$ cat config.mk
export PLATFORM = sky130hd
export DESIGN_NAME = cache_fill_arbiter
export DESIGN_NICKNAME = d
export VERILOG_FILES = /design/src/rtl/cache_fill_arbiter.sv
export SDC_FILE = /design/constraint.sdc
export NUM_CORES = 1
export LEC_CHECK = 0
export ABC_CLOCK_PERIOD_IN_PS = 2400
export CORE_MARGIN = 2
export CORE_UTILIZATION = 34
export DETAILED_ROUTE_END_ITERATION = 6
export PLACE_DENSITY = 0.77
export SLEW_MARGIN = 20
export SYNTH_ARGS = -nofsm -noshare
export SYNTH_HDL_FRONTEND = slang
export SYNTH_SLANG_ARGS = --single-unit
$ cat constraint.sdc
create_clock -name clk -period 2.4 [get_ports clk]
set_clock_uncertainty 0.2 [all_clocks]
set_input_delay 0.24 -clock clk [delete_from_list [all_inputs] [get_ports clk]]
set_output_delay 0.24 -clock clk [all_outputs]
set_load 0.1 [all_outputs]
$ cat src/rtl/cache_fill_arbiter.sv
// Round-robin cache-line fill arbiter: grants one miss requester, streams a full line from memory.
// Optional build macro CACHE_FILL_CRITICAL_WORD_FIRST_EN starts each line at the missed word.
module cache_fill_arbiter #(
   parameter int NUM_REQ        = 2,
   parameter int ADDR_W         = 16,
   parameter int DATA_W         = 16,
   parameter int WORDS_PER_LINE = 8
) (
   input  logic                              clk,
   input  logic                              rst_n,
   input  logic [NUM_REQ-1:0]                miss_req,
   input  logic [NUM_REQ*ADDR_W-1:0]         miss_addr,
   output logic [NUM_REQ-1:0]                fill_grant,
   output logic                              mem_rd,
   output logic [ADDR_W-1:0]                 mem_addr,
   input  logic [DATA_W-1:0]                 mem_rdata,
   input  logic                              mem_rvalid,
   output logic                              fill_valid,
   output logic [$clog2(WORDS_PER_LINE)-1:0] fill_word_idx,
   output logic [DATA_W-1:0]                 fill_data,
   output logic [NUM_REQ-1:0]                fill_done,
   output logic                              stall
);

   localparam int WIDX  = $clog2(WORDS_PER_LINE);
   localparam int CNT_W = WIDX + 1;
   localparam int PTR_W = (NUM_REQ > 1) ? $clog2(NUM_REQ) : 1;

   localparam logic [CNT_W-1:0]  LAST_WORD  = CNT_W'(WORDS_PER_LINE - 1);
   localparam logic [CNT_W-1:0]  FULL_LINE  = CNT_W'(WORDS_PER_LINE);
   localparam logic [ADDR_W-1:0] LINE_MASK  = ~((ADDR_W'(1'b1) << (WIDX + 1)) - ADDR_W'(1'b1));

   localparam logic [1:0] S_IDLE  = 2'd0;
   localparam logic [1:0] S_ISSUE = 2'd1;
   localparam logic [1:0] S_DRAIN = 2'd2;
   localparam logic [1:0] S_DONE  = 2'd3;

   logic [1:0]         state_r,     state_n;
   logic [PTR_W-1:0]   ptr_r,       ptr_n;
   logic [NUM_REQ-1:0] owner_r,     owner_n;
   logic [ADDR_W-1:0]  base_r,      base_n;
   logic [WIDX-1:0]    start_idx_r, start_n;
   logic [CNT_W-1:0]   issue_cnt_r, issue_n;
   logic [CNT_W-1:0]   ret_cnt_r,   ret_n;

   logic [PTR_W-1:0]   pick_s;
   logic [ADDR_W-1:0]  sel_addr_s;
   logic [CNT_W-1:0]   outstanding_s;
   logic               accept_s;
   logic [WIDX-1:0]    issue_idx_s;
   logic [WIDX-1:0]    fill_idx_s;

   // First requesting index at or after the priority pointer, wrapping.
   function automatic logic [PTR_W-1:0] rr_pick(input logic [NUM_REQ-1:0] req,
                                                input logic [PTR_W-1:0]   ptr);
      logic [PTR_W-1:0] pick;
      logic             found;
      int               idx;
      pick  = ptr;
      found = 1'b0;
      for (int k = 0; k < NUM_REQ; k++) begin
         idx = (int'(ptr) + k) % NUM_REQ;
         if (!found && req[idx]) begin
            pick  = PTR_W'(idx);
            found = 1'b1;
         end
      end
      return pick;
   endfunction

   assign pick_s        = rr_pick(miss_req, ptr_r);
   assign sel_addr_s    = miss_addr[int'(pick_s)*ADDR_W +: ADDR_W];
   assign outstanding_s = issue_cnt_r - ret_cnt_r;
   // Returns only count while a read of the current line is in flight; stale ones after reset fall out here.
   assign accept_s      = mem_rvalid && ((state_r == S_ISSUE) || (state_r == S_DRAIN))
                          && (outstanding_s != {CNT_W{1'b0}});
   assign issue_idx_s   = start_idx_r + issue_cnt_r[WIDX-1:0];
   assign fill_idx_s    = start_idx_r + ret_cnt_r[WIDX-1:0];

   assign fill_grant    = owner_r;
   assign mem_rd        = (state_r == S_ISSUE);
   assign mem_addr      = mem_rd ? (base_r | ADDR_W'({issue_idx_s, 1'b0})) : {ADDR_W{1'b0}};
   assign fill_valid    = accept_s;
   assign fill_word_idx = fill_idx_s;
   assign fill_data     = rst_n ? mem_rdata : {DATA_W{1'b0}};
   assign fill_done     = (state_r == S_DONE) ? owner_r : {NUM_REQ{1'b0}};
   assign stall         = rst_n & ((|miss_req) | (state_r != S_IDLE));

   // Next-state and datapath update for the fill sequencer.
   always_comb begin
      state_n = state_r;
      ptr_n   = ptr_r;
      owner_n = owner_r;
      base_n  = base_r;
      start_n = start_idx_r;
      issue_n = issue_cnt_r;
      ret_n   = ret_cnt_r + (accept_s ? CNT_W'(1'b1) : {CNT_W{1'b0}});
      case (state_r)
         S_IDLE: begin
            if (|miss_req) begin
               state_n = S_ISSUE;
               owner_n = NUM_REQ'(1'b1) << pick_s;
               ptr_n   = PTR_W'((int'(pick_s) + 1) % NUM_REQ);
               base_n  = sel_addr_s & LINE_MASK;
`ifdef CACHE_FILL_CRITICAL_WORD_FIRST_EN
               start_n = sel_addr_s[WIDX:1];
`else
               start_n = {WIDX{1'b0}};
`endif
               issue_n = {CNT_W{1'b0}};
               ret_n   = {CNT_W{1'b0}};
            end else begin
               state_n = S_IDLE;
            end
         end
         S_ISSUE: begin
            issue_n = issue_cnt_r + CNT_W'(1'b1);
            if (issue_cnt_r == LAST_WORD) begin
               if (ret_n == FULL_LINE) begin
                  state_n = S_DONE;
               end else begin
                  state_n = S_DRAIN;
               end
            end else begin
               state_n = S_ISSUE;
            end
         end
         S_DRAIN: begin
            if (ret_n == FULL_LINE) begin
               state_n = S_DONE;
            end else begin
               state_n = S_DRAIN;
            end
         end
         S_DONE: begin
            state_n = S_IDLE;
            owner_n = {NUM_REQ{1'b0}};
         end
         default: begin
            state_n = S_IDLE;
            owner_n = {NUM_REQ{1'b0}};
         end
      endcase
   end

   // State and datapath registers; reset drops any fill in progress.
   always_ff @(posedge clk or negedge rst_n) begin
      if (!rst_n) begin
         state_r     <= S_IDLE;
         ptr_r       <= {PTR_W{1'b0}};
         owner_r     <= {NUM_REQ{1'b0}};
         base_r      <= {ADDR_W{1'b0}};
         start_idx_r <= {WIDX{1'b0}};
         issue_cnt_r <= {CNT_W{1'b0}};
         ret_cnt_r   <= {CNT_W{1'b0}};
      end else begin
         state_r     <= state_n;
         ptr_r       <= ptr_n;
         owner_r     <= owner_n;
         base_r      <= base_n;
         start_idx_r <= start_n;
         issue_cnt_r <= issue_n;
         ret_cnt_r   <= ret_n;
      end
   end

endmodule

* After elaboration in Yosys (flattened, before gate mapping)
Index checks and enable logic that the tools add are counted.
** Word-level totals
- Bits in registers :: 25
- Bits of input ports :: 53
- Memory bits (writable) :: 0
- Memories :: 0
- Output and inout port bits :: 42
- Bits in latches :: 0
- Bits in read-only memories :: 0
- Logic and storage cells :: 60
** Operators by class
- Reductions and logical operators :: 14
- Shift operators :: 2
- Equal/unequal tests :: 6
- Add/subtract/negate cells :: 5
- $mul :: 0
- $lt $le $gt $ge :: 2
- Bitwise logic cells :: 4
- Divide/modulo/power cells :: 0
- Multiplexer cells :: 21
** Operators by type and width (count)
- $mux 16 :: 2
- $shiftx 32x6->16 :: 1
- $or 16x4->16 :: 1
- $mux 4 :: 3
- $mux 1 :: 10
- $pmux 2 s4 :: 1
- $pmux 4 s2 :: 1
- $mux 2 :: 3
- $reduce_and 2->1 :: 3
- $reduce_bool 2->1 :: 3
- $add 4x1->4 :: 1
- $add 4x1->4 const B :: 1
- $eq 2x2->1 const B :: 2
- $eq 4x3->1 const B :: 1
- $eq 4x4->1 const B :: 1
- $pmux 2 s2 :: 1
- $reduce_bool 4->1 :: 1
- $sub 4x4->4 :: 1
- $logic_and 1x1->1 :: 3
- $lt 2x3->1 const B :: 1
- $add 1x1->1 const B :: 2
- $eq 2x1->1 const B :: 1
- $logic_not 2->1 :: 1
- $lt 1x2->1 const B :: 1
- other kinds (8) :: 8

* Longest topological paths before layout
- Word-level depth :: 10
- Gate-level depth with buffers :: 11
- Depth with buffers taken out :: 11

* Worst setup path after synthesis
OpenSTA, ideal clock, no wires.
- Path type :: register to register
- From :: register ret_cnt_r[2]
- To :: register state_r[0]
- Slack :: -1.640 ns
- Required time :: 2.110 ns
- Cell stages (with the launch flop) :: 12
- Clock period less this slack :: 4.040 ns
- Buffers on the path :: 0
- Library setup time :: 0.090 ns
- Arrival :: 3.749 ns
- Cells stage by stage :: dfrtp_1 -> inv_1 -> ha_1 -> a21oi_1 -> nand2_1 -> xnor2_1 -> a41oi_1 -> ha_1 -> ha_1 -> nor3_1 -> o211ai_1 -> o221ai_1
** Between the ends
- Word-level cells in the longest chain between the ends :: 9
** Ends and longest elaborated chain
- start: declaration :: RTL line 44 : logic [CNT_W-1:0] ret_cnt_r, ret_n;
- start signal: assignment :: RTL line 155 : ret_cnt_r <= {CNT_W{1'b0}};
- start signal: assignment :: RTL line 163 : ret_cnt_r <= ret_n;
- $sub 4x4->4 (*) :: RTL line 73 : assign outstanding_s = issue_cnt_r - ret_cnt_r;
- $reduce_bool 4->1 (*) :: RTL line 76 : && (outstanding_s != {CNT_W{1'b0}});
- $logic_and 1x1->1 (*) :: RTL line 76
- named net fill_valid :: RTL line 18 : output logic fill_valid,
- $mux 1 (*) :: RTL line 97 : ret_n = ret_cnt_r + (accept_s ? CNT_W'(1'b1) : {CNT_W{1'b0}});
- $add 4x1->4 (*) :: RTL line 97
- $eq 4x4->1 (*) :: RTL line 119, 129
- $mux 1 (*) :: RTL line 119, 129
- $mux 2 :: RTL line 118 : if (issue_cnt_r == LAST_WORD) begin
- $pmux 2 s4 (*) :: RTL line 98 : case (state_r)
- named net state_n[0] :: RTL line 38 : logic [1:0] state_r, state_n;
- end signal: assignment :: RTL line 157 : state_r <= state_n;
- end: declaration :: RTL line 38
The timed path passes the listed nets; every way through them passes the cells marked *.
A chain may end at the register's enable or synchronous reset.

* Final worst setup path
- From :: register issue_cnt_r[2]
- To :: register state_r[0]
** Between the ends
- Word-level cells in the longest chain between the ends :: 9
- Elaborated cells on any way between the ends :: 10
- Classes of those cells :: add/sub (2); eq/ne (2); mux (4); reduce/logical (2)
** Ends and longest elaborated chain
- start: declaration :: RTL line 43 : logic [CNT_W-1:0] issue_cnt_r, issue_n;
- start signal: assignment :: RTL line 154 : issue_cnt_r <= {CNT_W{1'b0}};
- start signal: assignment :: RTL line 162 : issue_cnt_r <= issue_n;
- $sub 4x4->4 :: RTL line 73
- $reduce_bool 4->1 :: RTL line 76
- $logic_and 1x1->1 :: RTL line 76
- $mux 1 :: RTL line 97
- $add 4x1->4 :: RTL line 97
- $eq 4x4->1 :: RTL line 119, 129
- $mux 1 :: RTL line 119, 129
- $mux 2 :: RTL line 118
- $pmux 2 s4 (*) :: RTL line 98
- named net state_n[0] :: RTL line 38
Marks and branches as above.

==> impl_results.md <==
- Register area share after synthesis: 40.1%
- CTS tree: yes
- Avg Inst Size Synth: 9.28 sq um
- CP top delay family: adder cells
- DRT Wirelength: 4440 microns
- Share of flip-flops with an asynchronous set or reset: 100%
- Vias in the first global route: 1665
- Antenna Nets Post-Route: 0
- Drt first pass iters: 5
- Total Neg Setup Slack: 0 ns
- CP Class: reg2reg
- Dominant cell by count in the synthesized netlist: and2_1
- Root Buffer: clkbuf_8
- Synth top area share: 40.1%
- Worst skew pair latency: 0.27 ns
- Area post-placement: 0.00298 sq mm
- Max-Cap Viols: 0
- EDFF count, synth: 0
- Die X: 71.7 microns
- RSZ-0062 raised after global routing: yes
- Clock-pin slew on the worst setup and hold paths: 0.10 ns
- Yosys cell types: 35
- Via count: 1559
- Instance count of the mapped netlist: 168
- Routed len/inst: 14.3 microns
- Most used DFF post-synth: dfrtp_1
- Hold buffer count at cts: 0
- Crit path buffers/inverters: 0
- Post-Syn Nets: 232
- Largest net degree at the start of global routing: 30
- First-pass GRT wire length: 7710 microns
- RD Place Congestion: 0.798
- Synth top cells by count: and2_1 (33), dfrtp_1 (25), inv_1 (21), a222oi_1 (12), ha_1 (11)
- Util after Layout: 70.1%
- CP Launch Type: flop
- Worst Hold Class: in2async
- PwrDens: 1460 mW/mm^2
- Synth area leader: dfrtp_1
- Congestion Overflow GR: 0
- Worst-Margin Slew: 0.976 ns
- Crit path capture type: flop
- Die height: 71.7 microns
- Core box area: 0.00438 sq mm
- Max_slew headroom: 34.5%
- Crit-path max cell delay: 0.42 ns
- Top cells by area, synth: dfrtp_1 (40%), and2_1 (13%), ha_1 (8.8%)
- Site row count: 24
- Max Slew Vio Count: 0
- Cell mode on critical path: ha_4
- Post-route DRC: 0
- Starting Density: 35.6%
- Ant diodes: 0
- Full die area: 0.00514 sq mm
- Starting DRT DRC Count: 144
- Yosys warns: 0
- Final setup viols: 0
- Worst EP arrival: 2.36 ns
- Gr usage total: 18.8%
- Fraction of layout cells with a size suffix above 1: 34.4%
- Worst EP required: 2.39 ns
- Fmax: 422 MHz
- Period utilization: 98.8%
- H-tree depth: 1
- Final nets: 324
- Clock Path Buffers: 2
- Fin crit period: 2.37 ns
- Initial antenna violation count: 0
- CP cell instances: ha_4 -> a21oi_2 -> nand2_2 -> xnor2_2 -> a41oi_4 -> ha_4 -> ha_4 -> nor3_4 -> o211ai_1 -> o221ai_1
- Final Hold Violating Endpoints: 0
- Num ports: 95
- Post-Layout Inst Area: 0.00307 sq mm
- Mapped Area: 0.00156 sq mm
- Crit. Startpoint: issue_cnt_r[2]
- Num CTS Buffers: 3
- RR Startpoint: issue_cnt_r[2]
- Number of buffers added on ports: 85
- Slowest stage cell, crit path: dfrtp_1
- Synthesis-to-layout area growth: 97.1%
- Vias per cell: 5.01
- Lkg Pwr: 0.00136 uW
- Yosys reg bits: 25
- Worst Path Max Fanout: 3
- # clock sinks: 25
- DP HPWL: 3530 microns
- Peak supply drop: 1060 uV
- Outcome: complete, no violations
placed cells by master, fill, tap and decap left out, types with 2 or more instances in the layout:
cell / n
nand3_1: 4
dfrtp_1: 25
a222oi_1: 12
buf_4: 16
inv_1: 18
and2_2: 11
and2_1: 23
nor2_4: 2
xnor2_2: 3
inv_2: 3
clkdlybuf4s50_1: 44
clkbuf_8: 3
ha_1: 5
o21ai_1: 2
nor2_1: 5
buf_12: 37
o21ai_0: 6
a21oi_1: 3
ha_4: 6
nand2_1: 9
metrics by stage:
step                      worst slack (ns)  cells  total power (uW)  hold WS (ns)
final                               0.0277    311              4490         0.130
after global routing               -0.0877    311              4710         0.161
after CTS                           0.0466    310              4440         0.135
after detailed placement           0.00862    306              4150         0.292
after global placement               0.100    306              4070         0.285
after floorplan                     -0.370    168              3040        -0.256
what timing repair did:
item | CTS | global route
gates resized for setup | 3 | 4
pin swaps | 0 | 2
buffers inserted | 0 | 1
endpoints found under the hold margin | 0 | 0
cloned | 0 | 0
setup endpoints to repair | 2 | 2
worst paths after layout:
check | cells after the start | endpoint | slack [ns]
worst max-delay path | 10 | state_r[0] | 0.03
worst min-delay path | 2 | base_r[13] | 0.13
worst max register to register | 10 | state_r[0] | 0.03
worst min register to register | 2 | base_r[8] | 0.31
max in group asynchronous | 2 | ret_cnt_r[1] | 1.71
min in group clk | 2 | base_r[8] | 0.31
report_power, final:
group	switching, uW	internal [uW]
clock	145	118
combinational	2170	1340
sequential	115	601
cells by family (layout without fill, tap and decap cells):
| group | count (synthesis) | count (layout) | synth area share (%) |
|---|---|---|---|
| buf+inv | 31 | 122 | 9.07 |
| simple gates | 63 | 63 | 23.0 |
| flops | 25 | 25 | 40.1 |
| fa+ha+maj | 11 | 11 | 8.83 |
| compound gates | 32 | 32 | 15.9 |
| other cells | 1 | 1 | 0.241 |
| xor+xnor | 5 | 5 | 2.81 |
final cells by class:
class,instances,area [sq um]
Sequential cell,25,626
Timing Repair Buffer,97,1300
Clock inverter,1,7.51
Inverter,21,78.8
Multi-Input combinational cell,112,953
Tap cell,52,65.1
Clock buffer,3,41.3
Fill cell,329,1310
layer usage:
| layer | GRT usage, % | wire, microns | up-vias |
|---|---|---|---|
| met5 | 0 | 0 | - |
| met4 | 3.14 | 42 | 0 |
| met3 | 6.47 | 385 | 7 |
| met2 | 34.0 | 2360 | 60 |
| met1 | 21.7 | 1660 | 736 |
| li1 | - | - | 756 |
registers in the layout (all words and copies together) (netlist names), named ones only:
signal       cells
state_r          1
base_r          12
ret_cnt_r        4
fill_grant       2
ptr_r            1
issue_cnt_r      4
No activity file was read; power rests on OpenSTA's default activity.
